<file path="src/rtl/counter_mod.sv">
// counter_mod -- parametrised modulo up/down counter with an enable prescaler.
//
// Counts 0..MODULO-1 in either direction. Each count step is taken once per
// PRESC enabled cycles. The counter can free-run (wrapping, with a one-cycle
// terminal-count pulse) or run one-shot (stop at the terminal value and set
// a sticky done flag). Synchronous clear and parallel load restart it.
//
// Parameters:
//   BW      counter width in bits (>= 1)
//   MODULO  count range, 2 <= MODULO <= 2**BW
//   PRESC   enabled cycles per count step (>= 1)
//
// Ports:
//   clk_i       clock, all state updates on the rising edge
//   rst_i       synchronous active-high reset, overrides everything
//   en_i        count enable, gates the prescaler
//   up_i        direction, 1 = up, 0 = down (sampled at each step)
//   oneshot_i   1 = one-shot, 0 = free-running (sampled at each step)
//   clr_i       synchronous clear to the start value of the current direction
//   load_i      synchronous parallel load of loadVal_i (clamped to MODULO-1)
//   loadVal_i   load value
//   cmpVal_i    compare value
//   count_o     registered count
//   tc_o        registered terminal-count pulse, one cycle wide
//   done_o      registered sticky one-shot finished flag
//   cmpMatch_o  combinational, high while count_o == cmpVal_i

module counter_mod #(
  parameter int BW     = 4,
  parameter int MODULO = 2**BW,
  parameter int PRESC  = 1
) (
  input  logic          clk_i,
  input  logic          rst_i,
  input  logic          en_i,
  input  logic          up_i,
  input  logic          oneshot_i,
  input  logic          clr_i,
  input  logic          load_i,
  input  logic [BW-1:0] loadVal_i,
  input  logic [BW-1:0] cmpVal_i,
  output logic [BW-1:0] count_o,
  output logic          tc_o,
  output logic          done_o,
  output logic          cmpMatch_o
);

  // Reject illegal parameterisations at elaboration time.
  if (BW < 1 || MODULO < 2 || MODULO > 2**BW || PRESC < 1) begin : g_bad_param
    $fatal(1, "counter_mod: illegal parameters BW=%0d MODULO=%0d PRESC=%0d",
           BW, MODULO, PRESC);
  end

  localparam int              PW         = (PRESC > 1) ? $clog2(PRESC) : 1;
  localparam logic [BW-1:0]   MAX_VAL    = BW'(MODULO - 1);
  localparam logic [BW:0]     MOD_EXT    = (BW+1)'(MODULO);
  localparam logic [PW-1:0]   PRESC_LAST = PW'(PRESC - 1);

  logic [BW-1:0] count_q, count_d;
  logic [PW-1:0] presc_q, presc_d;
  logic          tc_q, tc_d;
  logic          done_q, done_d;

  // Candidate step results. The up increment is one bit wider than the
  // counter so that MODULO = 2**BW still detects the wrap point.
  logic [BW:0]   inc_ext;
  logic [BW-1:0] up_next, dn_next, step_next, term_val, load_clamped;
  logic          up_wrap, dn_wrap, step_wrap;

  always_comb begin
    inc_ext      = {1'b0, count_q} + (BW+1)'(1);
    up_wrap      = (inc_ext == MOD_EXT);
    up_next      = up_wrap ? '0 : inc_ext[BW-1:0];
    dn_wrap      = (count_q == '0);
    dn_next      = dn_wrap ? MAX_VAL : count_q - BW'(1);
    step_next    = up_i ? up_next : dn_next;
    step_wrap    = up_i ? up_wrap : dn_wrap;
    term_val     = up_i ? MAX_VAL : '0;
    load_clamped = ({1'b0, loadVal_i} >= MOD_EXT) ? MAX_VAL : loadVal_i;
  end

  // Next-state logic. Priority: clear, load, then prescaled step. Once a
  // one-shot run is done, enable is ignored entirely so the prescaler also
  // freezes until a clear, load or reset.
  always_comb begin
    count_d = count_q;
    presc_d = presc_q;
    done_d  = done_q;
    tc_d    = 1'b0;

    if (clr_i) begin
      count_d = up_i ? '0 : MAX_VAL;
      presc_d = '0;
      done_d  = 1'b0;
    end else if (load_i) begin
      count_d = load_clamped;
      presc_d = '0;
      done_d  = 1'b0;
    end else if (en_i && !done_q) begin
      if (presc_q == PRESC_LAST) begin
        presc_d = '0;
        if (oneshot_i) begin
          // Already sitting on the terminal value: finish without moving.
          if (count_q == term_val) begin
            done_d = 1'b1;
            tc_d   = 1'b1;
          end else begin
            count_d = step_next;
            if (step_next == term_val) begin
              done_d = 1'b1;
              tc_d   = 1'b1;
            end
          end
        end else begin
          count_d = step_next;
          tc_d    = step_wrap;
        end
      end else begin
        presc_d = presc_q + PW'(1);
      end
    end
  end

  always_ff @(posedge clk_i) begin
    if (rst_i) begin
      count_q <= '0;
      presc_q <= '0;
      tc_q    <= 1'b0;
      done_q  <= 1'b0;
    end else begin
      count_q <= count_d;
      presc_q <= presc_d;
      tc_q    <= tc_d;
      done_q  <= done_d;
    end
  end

  assign count_o    = count_q;
  assign tc_o       = tc_q;
  assign done_o     = done_q;
  assign cmpMatch_o = (count_q == cmpVal_i);

endmodule

</file>
<file path="config.mk">
export PLATFORM = sky130hd
export DESIGN_NAME = counter_mod
export DESIGN_NICKNAME = d
export VERILOG_FILES = /design/src/rtl/counter_mod.sv
export SDC_FILE = /design/constraint.sdc
export NUM_CORES = 1
export LEC_CHECK = 0
export ABC_AREA = 1
export CORE_MARGIN = 2
export CORE_UTILIZATION = 43
export CTS_CLUSTER_DIAMETER = 30
export DETAILED_ROUTE_END_ITERATION = 10
export PLACE_DENSITY = 0.88
export SLEW_MARGIN = 25
export SYNTH_ARGS = -nofsm -noshare
export SYNTH_HDL_FRONTEND = slang
export SYNTH_SLANG_ARGS = --single-unit
</file>
<file path="constraint.sdc">
create_clock -name clk_i -period 2 [get_ports clk_i]
set_clock_uncertainty 0.15 [all_clocks]
set_input_delay 0.4 -clock clk_i [delete_from_list [all_inputs] [get_ports clk_i]]
set_output_delay 0.4 -clock clk_i [all_outputs]
set_load 0.02 [all_outputs]
</file>
==> summary.md <==
| Metric | Value |
|---|---|
| Outcome | completed |
| Clk sinks | 6 |
| Worst Setup SP | count_o[2] |
| Worst slew pin tran | 331 ps |
| Multi-input gate area | 442 sq um |
| Area contributors post-synth | dfxtp_1 19%, nand2_1 16%, a21oi_1 7.2% |
| Cells after DPL | 148 |
| Antenna-violating nets left | 0 |
| Storage element area | 120 sq um |
| Commonest non-fill, non-tap cells in the layout | 27 x nand2_1, 15 x clkdlybuf4s50_1, 11 x inv_1 |
| Area of the mapped netlist | 622 sq um |
| Slowest stage delay, CP | 620 ps |
| CTS clk-pin slew, worst paths | 50 ps |
| Number of setup buffers added after CTS | 0 |
| Commonest non-fill, non-tap cell in the layout | nand2_1 |
| Critical path required time | 1450 ps |
| DRC violations left | 0 |
| Num ports | 22 |
| Final non-filler cell total | 151 |
| DR vias/cell | 5.25 |
| Vias in the first global route | 681 |
| Num CTS Buffers | 3 |
| Area growth syn-to-layout | 52.7% |
| Share of cells above drive strength 1 | 0.213 |
| Die W | 42.0 um |
| Full die area | 1770 sq um |
| DR pass1 iterations | 4 |
| Max-cap check violation count | 0 |
| DIE HEIGHT | 42.0 um |
| Post-DP HPWL | 1.40 mm |
| Top layer in use | met4 |
| Largest net degree at the start of global routing | 10 |
| First-pass GRT wire length | 2.72 mm |
| R2R cell count | 14 |
| Syn_nets | 122 |
| GR Util All Layers | 0.199 |
| Warnings from Yosys | 0 |
| Critical path startpoint category | flip-flop |
| Yosys reg bits | 6 |
| Root Buffer | clkbuf_4 |
| Iter 0 DRT Violations | 24 |
| Leading area contributor after synthesis | dfxtp_1 |
| Final nets | 156 |
| Post-synthesis cell type count | 23 |
| Clock Path Buffers | 2 |
| CP Cell Sequence | buf_4 -> clkdlybuf4s50_1 |
| Skew-Pair Late Insertion Delay | 250 ps |
| Fmax achieved | 0.517 GHz |
| Min Tclk post-route | 1940 ps |
| RePlAce Congestion | 0.854 |
| Post-layout util | 0.712 |
| Setup crit end kind | output port |
| Fin. max-slew vios | 0 |
| CP endpoint | count_o[2] |
| Worst vdd ir | 0.000268 V |
| DRT met1 WL | 668 um |
| Synth top area share | 0.193 |
| Min-delay worst type | flip-flop to flip-flop |
| N_diodes | 0 |
| # setup viols final | 0 |
| R2r startpoint | count_o[0] |
| Critical path arrival | 1390 ps |
| Row count | 13 |
| RSZ-0062 raised after global routing | false |
| Core Footprint | 1330 sq um |
| Initial antenna violation count | 0 |
| Met2 Routed Length | 865 um |
| Hold_buf cts | 0 |
| Met3 WL | 185 um |
| Reg2Reg Capture Point | done_o |
| CP max stage cell | clkdlybuf4s50_1 |
| Overflow left after global routing | 0 |
| Power per Cell Area | 494 nW/um^2 |
| Rel. slew slack | 0.779 |
| Mapped Cells | 104 |
| P_leak | 0.482 nW |
| Final Hold Viols | 0 |
| R2r setup slk | 180 ps |
| Syn_area_per_cell | 5.98 sq um |
| WL/cell | 11.4 um |
| Fin crit share | 0.968 |
| CTS tree | yes |
| Total number of vias | 792 |
| Max H-tree Level | 1 |
| Crit Path Category | flip-flop to output port |
| I/O Buffers | 21 |
| Starting Density | 0.466 |
| Register area share after synthesis | 0.193 |
| Crit-path max FO | 9 |
| Fill cell count | 119 |
| Drt total wl | 1.72 mm |
[flip-flops by register name, summed over array words and instances (netlist names)]
register,count
count_o,4
done_o,1
tc_o,1
[final cells by class]
type,instances,area share
Clock buffer,3,0.0237
Inverter,16,0.0659
Multi-Input combinational cell,81,0.465
Sequential cell,6,0.126
Tap cell,15,0.0198
Timing Repair Buffer,30,0.299
[routing by layer]
layer / track usage / vias up
met1: 0.234 / 343
met4: 0.0375 / 0
met3: 0.0776 / 2
met5: 0 / -
li1: - / 403
met2: 0.344 / 44
[where the power goes]
part / switching [mW] / internal, mW
Sequential: 0.00427 / 0.128
Combinational: 0.118 / 0.106
Clock: 0.0454 / 0.0680
Total: 0.168 / 0.302
[synth_stat cells]
cell and instances:
a221oi_1 1, o21ai_0 4, dfxtp_1 6, o22ai_1 1
inv_4 1, inv_1 11, nand3_1 9, inv_2 3
xnor2_1 3, clkinv_1 1, buf_6 1, nor2_2 2
or2_2 2, a21oi_1 9, a21oi_2 2, nor2_1 6
nand2_1 27, ha_1 3, o21ai_1 6, nand3_2 1
nand4_1 1, nand2_2 3, o21bai_1 1
[worst max-delay path: cells and delay by family, from the launching register on]
| family | cells | cell delay [ps] |
|---|---|---|
| buffers and inverters | 2 | 810 |
| DFF | 1 | 340 |
[worst min-delay path by stage]
stage               cells past startpoint    from  slack, ps  endpoint
global route                            2  done_o        360    done_o
global placement                        2  done_o        320    done_o
floorplan                               2    en_i        400    done_o
finish                                  2  done_o        340    done_o
detailed placement                      2  done_o        340    done_o
CTS                                     2  done_o        340    done_o
[logic make-up (layout without fill, tap and decap cells)]
family / Yosys count / count (layout) / share of synthesized area
AOI/OAI and AO/OA: 24 / 24 / 0.217
xor gates and xnor gates: 3 / 3 / 0.0423
adders and majority gates: 3 / 3 / 0.0604
buffers and inverters: 17 / 49 / 0.119
DFF: 6 / 6 / 0.193
and+or+nand+nor: 51 / 51 / 0.368
[timing repair]
| action | 4_1_cts | 5_1_grt |
|---|---|---|
| resized for setup | 10 | 5 |
| endpoints found under the setup margin | 1 | 3 |
| pin swaps | 1 | 3 |
| cloned | 0 | 0 |
[through the flow]
step	setup TNS [ps]	cell area (sq um)	total power [mW]	setup slack, ps	hold slack, ps
floorplan	0	622	0.262	62.6	401
global placement	-550	907	0.346	-550	320
detailed placement	-614	907	0.352	-614	337
CTS	0	937	0.470	11.4	338
global route	0	950	0.502	17.2	361
finish	0	950	0.469	64.1	341
Power figures use the tool's default switching activity.
